[config.mk]
export PLATFORM = sky130hd
export DESIGN_NAME = muldiv_unit
export DESIGN_NICKNAME = d
export VERILOG_FILES = /design/src/rtl/muldiv_unit.sv
export SDC_FILE = /design/constraint.sdc
export NUM_CORES = 2
export LEC_CHECK = 0
export ABC_AREA = 1
export BUFFER_PORTS_ARGS = -buffer_cell sky130_fd_sc_hd__buf_2
export CAP_MARGIN = 0
export CORE_ASPECT_RATIO = 1.2
export CORE_MARGIN = 4
export CORE_UTILIZATION = 55
export CTS_CLUSTER_SIZE = 28
export DETAILED_ROUTE_END_ITERATION = 10
export GPL_TIMING_DRIVEN = 0
export PLACE_DENSITY = 0.7
export SETUP_SLACK_MARGIN = 0.05
export SKIP_CTS_REPAIR_TIMING = 1
export SLEW_MARGIN = 15
export SYNTH_ARGS = -nofsm -noshare
export SYNTH_HDL_FRONTEND = slang
export SYNTH_SLANG_ARGS = --single-unit
[constraint.sdc]
create_clock -name clk -period 20.8 [get_ports clk]
set_input_delay 4.16 -clock clk [delete_from_list [all_inputs] [get_ports clk]]
set_output_delay 4.16 -clock clk [all_outputs]
set_load 0.05 [all_outputs]
[src/rtl/muldiv_unit.sv]
// muldiv_unit: multiply/divide unit with HI/LO result registers.
// Multiply completes in one cycle; divide runs one restoring step per cycle.
//
// state | meaning
// IDLE  | ready; accepts start or HI/LO writes
// MUL   | product written into {hi,lo}
// DIV   | restoring division on magnitudes, one quotient bit per cycle
// FIN   | sign fix-up and result write (no write on divide-by-zero)
module muldiv_unit #(
  parameter int WIDTH = 32
) (
  input  logic             clk,
  input  logic             rst_n,
  input  logic [WIDTH-1:0] op1,
  input  logic [WIDTH-1:0] op2,
  input  logic             start,
  input  logic             div,
  input  logic             unsigned_op,
  input  logic             write_hi,
  input  logic             write_lo,
  output logic             busy,
  output logic             done,
  output logic             div_by_zero,
  output logic [WIDTH-1:0] hi,
  output logic [WIDTH-1:0] lo
);

  localparam int CW = (WIDTH > 2) ? $clog2(WIDTH) : 1;

  typedef enum logic [1:0] {IDLE, MUL, DIV, FIN} state_t;

  state_t           state, state_nxt;
  logic             accept;
  logic [CW-1:0]    cnt;
  logic [WIDTH-1:0] a_q, b_q, b_mag, quo, rem;
  logic             uns_q, a_neg, b_neg, dz_q;

  logic             op1_neg, op2_neg;
  logic [WIDTH-1:0] op1_mag, op2_mag;

  logic [2*WIDTH-1:0] ext_a, ext_b, prod;
  logic [WIDTH:0]     shifted, diff;
  logic [WIDTH-1:0]   q_fix, r_fix;

  assign op1_neg = !unsigned_op && op1[WIDTH-1];
  assign op2_neg = !unsigned_op && op2[WIDTH-1];
  assign op1_mag = op1_neg ? -op1 : op1;
  assign op2_mag = op2_neg ? -op2 : op2;

  // Extending to 2*WIDTH makes one unsigned multiply serve both modes.
  assign ext_a = {{WIDTH{!uns_q && a_q[WIDTH-1]}}, a_q};
  assign ext_b = {{WIDTH{!uns_q && b_q[WIDTH-1]}}, b_q};
  assign prod  = ext_a * ext_b;

  assign shifted = {rem, quo[WIDTH-1]};
  assign diff    = shifted - {1'b0, b_mag};
  assign q_fix   = (a_neg ^ b_neg) ? -quo : quo;
  assign r_fix   = a_neg ? -rem : rem;

  always_ff @(posedge clk or negedge rst_n) begin
    if (!rst_n) state <= IDLE;
    else        state <= state_nxt;
  end

  always_comb begin
    state_nxt = state;
    accept    = 1'b0;
    busy      = (state != IDLE);
    unique case (state)
      IDLE: begin
        if (start) begin
          accept = 1'b1;
          if (!div)           state_nxt = MUL;
          else if (op2 == '0) state_nxt = FIN;
          else                state_nxt = DIV;
        end
      end
      MUL:     state_nxt = IDLE;
      DIV:     if (cnt == '0) state_nxt = FIN;
      FIN:     state_nxt = IDLE;
      default: state_nxt = IDLE;
    endcase
  end

  always_ff @(posedge clk or negedge rst_n) begin
    if (!rst_n) begin
      cnt         <= '0;
      a_q         <= '0;
      b_q         <= '0;
      b_mag       <= '0;
      quo         <= '0;
      rem         <= '0;
      uns_q       <= 1'b0;
      a_neg       <= 1'b0;
      b_neg       <= 1'b0;
      dz_q        <= 1'b0;
      hi          <= '0;
      lo          <= '0;
      done        <= 1'b0;
      div_by_zero <= 1'b0;
    end else begin
      done        <= 1'b0;
      div_by_zero <= 1'b0;
      unique case (state)
        IDLE: begin
          if (accept) begin
            a_q   <= op1;
            b_q   <= op2;
            uns_q <= unsigned_op;
            a_neg <= op1_neg;
            b_neg <= op2_neg;
            b_mag <= op2_mag;
            quo   <= op1_mag;
            rem   <= '0;
            dz_q  <= div && (op2 == '0);
            cnt   <= CW'(WIDTH - 1);
          end else begin
            if (write_hi) hi <= op1;
            if (write_lo) lo <= op1;
          end
        end
        MUL: begin
          {hi, lo} <= prod;
          done     <= 1'b1;
        end
        DIV: begin
          if (!diff[WIDTH]) begin
            rem <= diff[WIDTH-1:0];
            quo <= {quo[WIDTH-2:0], 1'b1};
          end else begin
            rem <= shifted[WIDTH-1:0];
            quo <= {quo[WIDTH-2:0], 1'b0};
          end
          if (cnt != '0) cnt <= cnt - 1'b1;
        end
        FIN: begin
          done        <= 1'b1;
          div_by_zero <= dz_q;
          if (!dz_q) begin
            hi <= r_fix;
            lo <= q_fix;
          end
        end
        default: ;
      endcase
    end
  end

endmodule

# --- Word-level counts from Yosys, hierarchy flattened ---
# Cells that the tools add are included.
word_totals:
  out_inout_bits: 67
  input_bits: 71
  reg_bits: 237
  word_cells: 85
op_classes:
  addsub: 6
  mux: 30
  bitwise: 1
  n_eq_ne: 11
  n_reduce_logical: 21
  multipliers: 1
ops:
  columns: ["op", "count"]
  rows:
  - ["$mux W32", 13]
  - ["$pmux W32 S3", 2]
  - ["$neg A32 Y32", 4]
  - ["$pmux W32 S2", 2]
  - ["$mul A33 B33 Y64", 1]
  - ["$sub A33 B32 Y33", 1]
  - ["$logic_not A32 Y1", 1]
  - ["$ne A2 B2 Y1 const B", 8]
  - ["$mux W5", 2]
  - ["$pmux W5 S2", 1]
  - ["$reduce_and A4 Y1", 2]
  - ["$mux W1", 6]
  - ["$mux W2", 3]
  - ["$pmux W2 S3", 1]
  - ["$reduce_and A2 Y1", 3]
  - ["$logic_and A1 B1 Y1", 5]
  - ["$logic_not A5 Y1", 1]
  - ["$reduce_bool A5 Y1", 1]
  - ["$sub A5 B1 Y5 const B", 1]
  - ["$eq A2 B2 Y1 const B", 2]
  - ["$reduce_bool A2 Y1", 2]
  - ["$reduce_and A3 Y1", 1]
  - ["$reduce_bool A3 Y1", 1]
  - ["$eq A2 B1 Y1 const B", 1]
  - ["4 further kinds", 5]

# --- Logic depth before layout (Yosys ltp) ---
depth:
  ltp_word: 5
  depth_mapped: 38
  mapped_depth_nobuf: 36

# --- Least setup slack after synthesis ---
# Ideal clock, no wire load.
synth_path:
  path_kind: "register to register"
  startpoint: "reg a_q[31]"
  endpoint: "reg hi[22]"
  period_less_slack_ns: 7.402
  t_required_ns: 20.687
  arrival_time_ns: 7.289
  slack_ns: 13.398
  setup_ns: 0.113
  n_path_buf: 2
  stages_incl_launch_ff: 29
  path_cell_list: "dfrtp_1 -> clkbuf_1 -> clkbuf_1 -> nand2_1 -> nor2_1 -> fa_1 -> inv_1 -> fa_1 -> inv_1 -> fa_1 -> fa_1 -> inv_1 -> fa_1 -> inv_1 -> fa_1 -> inv_1 -> fa_1 -> fa_1 -> inv_1 -> ha_1 -> a21oi_1 -> a21boi_0 -> and2_1 -> a21boi_0 -> nand4_1 -> nand3_1 -> nand3_1 -> nand2_1 -> inv_1"
synth_via:
  elab_chain_len: 3
synth_rtl:
  columns: ["element", "line", "rtl"]
  rows:
  - ["start, declared", "35", "logic [WIDTH-1:0] a_q, b_q, b_mag, quo, rem;"]
  - ["start signal, assigned", "107", "a_q <= op1;"]
  - ["$logic_and A1 B1 Y1", "51", "assign ext_a = {{WIDTH{!uns_q && a_q[WIDTH-1]}}, a_q};"]
  - ["$mul A33 B33 Y64 (*)", "53", "assign prod = ext_a * ext_b;"]
  - ["$pmux W32 S3 (*)", "104", "unique case (state)"]
  - ["end signal, assigned", "118", "if (write_hi) hi <= op1;"]
  - ["end signal, assigned", "123", "{hi, lo} <= prod;"]
  - ["end signal, assigned", "140", "hi <= r_fix;"]
  - ["end, declared", "24", "output logic [WIDTH-1:0] hi,"]
# Mark *: on every way between the ends. The rest lies on a longest branch, timed or not.
# A chain may end at the register's enable or synchronous reset.

# --- Final worst setup path ---
layout_path:
  startpoint: "reg a_q[31]"
  endpoint: "reg hi[21]"
# Same word-level chain as after synthesis.

==> reports/results.txt <==
CP Max Fanout -> 10
Yosys warnings -> 0
FF+latch count, synth -> 236
Clk sinks -> 236
Detail Placement HPWL -> 193000 um
Tcrit/Tclk final -> 50.0%
Synth Cell Area -> 55300 sq um
TritonCTS buffer count -> 22
DP Area -> 57700 sq um
Vias in the first global route -> 51800
RSZ-0062 raised after global routing -> no
Ports -> 138
Clock buffer depth -> 3
Ranking of synthesized cells by area -> fa_1, inv_1, nand2_1
CP peak stage delay -> 1.05 ns
Cells after Synth -> 7260
Core Region -> 99900 sq um
Tot GR Track Use -> 43.4%
Min cycle time layout -> 10.41 ns
Worst-path clk slew -> 0.07 ns
R2r startpoint -> a_q[31]$_DFFE_PN0P_
Top_reg_cell synth -> dfrtp_1
Area leader, netlist -> fa_1
Crit-path leading delay family -> adder cells
Clk Latency, worst-skew pair -> 0.59 ns
Synth Net Count -> 8707
Die ar. -> 106000 sq um
Achievable Freq -> 96.1 MHz
Setup Viol. Count Final -> 0
CP max stage cell -> fa_1
Wire length per cell -> 25.9 um
Seq/Total Area, Yosys -> 10.7%
Largest net degree at the start of global routing -> 81
Status -> finished, final reports clean
Slew Limit Fails -> 0
# H-tree levels -> 1
Initial antenna violation count -> 5
Fraction of layout cells with a size suffix above 1 -> 3.81%
Die X -> 297 um
First-pass GRT wire length -> 334000 um
Nets -> 8870
Slew headroom -> 12.8%
Setup TNS -> 0 ns
Asr flop ratio synth -> 100%
Initial DRC count -> 4874
Max-cap check violation count -> 0
Overflow after GRT -> 0
CP bufs+invs -> 8
Top cell type's share of synthesized area -> 40.8%
Cell area after layout -> 58400 sq um
Starting Density -> 55.3%
Synth-to-layout area growth -> 5.66%
Worst Skew -> 0.0445 ns
Critical path origin -> a_q[31]$_DFFE_PN0P_
CTS tree -> done
Via count -> 49900
Critical path class -> reg -> reg
Final Routed Wirelength -> 226000 um
Clock Tree Root -> clkbuf_16
Worst Hold Launch -> lo[0]$_DFFE_PN0P_
Floorplan row count -> 127
Worst path arrival time -> 10.88 ns
Final Hold Viols -> 0
Synth unique cells -> 60
CP Data Required Time -> 21.27 ns
Die Height -> 355 um
GP Congestion -> 1.05
Routed vias/inst -> 5.71
Worst min path class -> reg -> reg
DR pass1 iterations -> 6
Crit path capture type -> flip-flop
Drt drc -> 0
Synth Area per Inst -> 7.62 sq um
Post-synth EDFFs -> 0
CP Launch Type -> flip-flop
Worst-margin pin slew -> 1.31 ns
Routed Antenna Nets -> 0
# port buffers -> 136
Crit path top cell by count -> fa_1
## final timing paths
| kind | endpoint | slack, ns | cells past startpoint |
|---|---|---|---|
| setup reg to reg | hi[21]$_DFFE_PN0P_ | 10.39 | 27 |
| min in group asynchronous | quo[30]$_DFFE_PN0P_ | 3.46 | 1 |
| hold / removal | lo[0]$_DFFE_PN0P_ | 0.48 | 2 |
| max in group asynchronous | b_q[26]$_DFFE_PN0P_ | 16.26 | 3 |
| hold reg to reg | lo[0]$_DFFE_PN0P_ | 0.48 | 2 |
| setup / recovery | hi[21]$_DFFE_PN0P_ | 10.39 | 27 |
## worst min-delay path: cells and delay by family (launching register included)
kind,cells,cell delay [ns]
flip-flops,1,0.34
AND/OR/NAND/NOR,2,0.11
## routing by layer
metal  wire, um  track usage (%)  vias up
met5         50                0        -
met4      23800             35.1        8
met1      77900             50.7    24800
li1           -                -    21600
met3      21400             8.17      772
met2     103000             70.2     2750
## layout make-up
| class | count | area, sq um |
|---|---|---|
| multi-input combinational | 4792 | 41000 |
| inverter | 1879 | 7050 |
| clock inverter | 9 | 93.8 |
| tap | 1290 | 1610 |
| timing repair buffer | 139 | 773 |
| clock buffer | 29 | 637 |
| sequential | 236 | 5910 |
| fill | 9606 | 41500 |
| antenna | 2 | 5.00 |
| buffer | 353 | 1380 |
## flip-flops by register name, summed over array words and instances, names as in the netlist, 2 cells and up
register / flops
b_q: 32
quo: 32
a_q: 32
cnt: 5
state: 2
rem: 32
b_mag: 31
hi: 32
lo: 32
## synthesized netlist by cell type (11+ instances only)
cell      number
a22oi_1       31
dfrtp_1      236
ha_1         250
o21bai_1      19
nand4_1       31
nor3_1        45
nand3_2       11
a31oi_1       21
a21oi_1      217
nor4_1        11
fa_1        1126
inv_1       1869
o21ai_0      256
xor2_1        38
nand3_1      279
o21ai_1       11
nand3b_1      16
nor2_1       418
nand2_1     1809
or2_2         21
clkbuf_1     327
xnor2_1       23
o221ai_1      13
o211ai_1      32
buf_2         13
nand2_2       17
## through the flow
stage                     cells  setup WS, ns  hold slack, ns  utilization [%]
after CTS                  8727         10.64           0.473             58.5
after global routing       8727         10.06           0.493             58.5
after global placement     8686         10.63           0.457             57.6
after floorplan            7260         13.40           0.453                -
after detailed placement   8689         10.66           0.456             57.7
final                      8729         10.39           0.475             58.5
## kinds of logic after synthesis
group / Yosys count / share of synthesized area, %
AO/OA/AOI/OAI: 664 / 6.83
flip-flops: 236 / 10.7
buffers and inverters: 2232 / 15.2
adder cells (fa/ha/maj): 1376 / 46.4
XOR/XNOR: 62 / 0.995
AND/OR/NAND/NOR: 2690 / 19.8
## placed cells by master, fill, tap and decap left out, drive strengths merged, types with 6 or more instances in the layout
cell and n:
nand2 1826, o221ai 13, clkbuf 356, buf 165
o21a 10, o211ai 32, nor2 431, o22ai 8
a22oi 31, a21boi 7, a21oi 218, xnor2 24
o21ai 270, a31oi 21, nand4 32, or2 23
a21o 10, ha 250, a211oi 6, dfrtp 236
nand3b 16, nor3 53, o21bai 19, xor2 38
nor4 11, fa 1126, inv 1877, clkinv 8
nand3 290
Power is not shown: default switching activity piles up to over one toggle a cycle in this logic, so the estimate is an artifact.
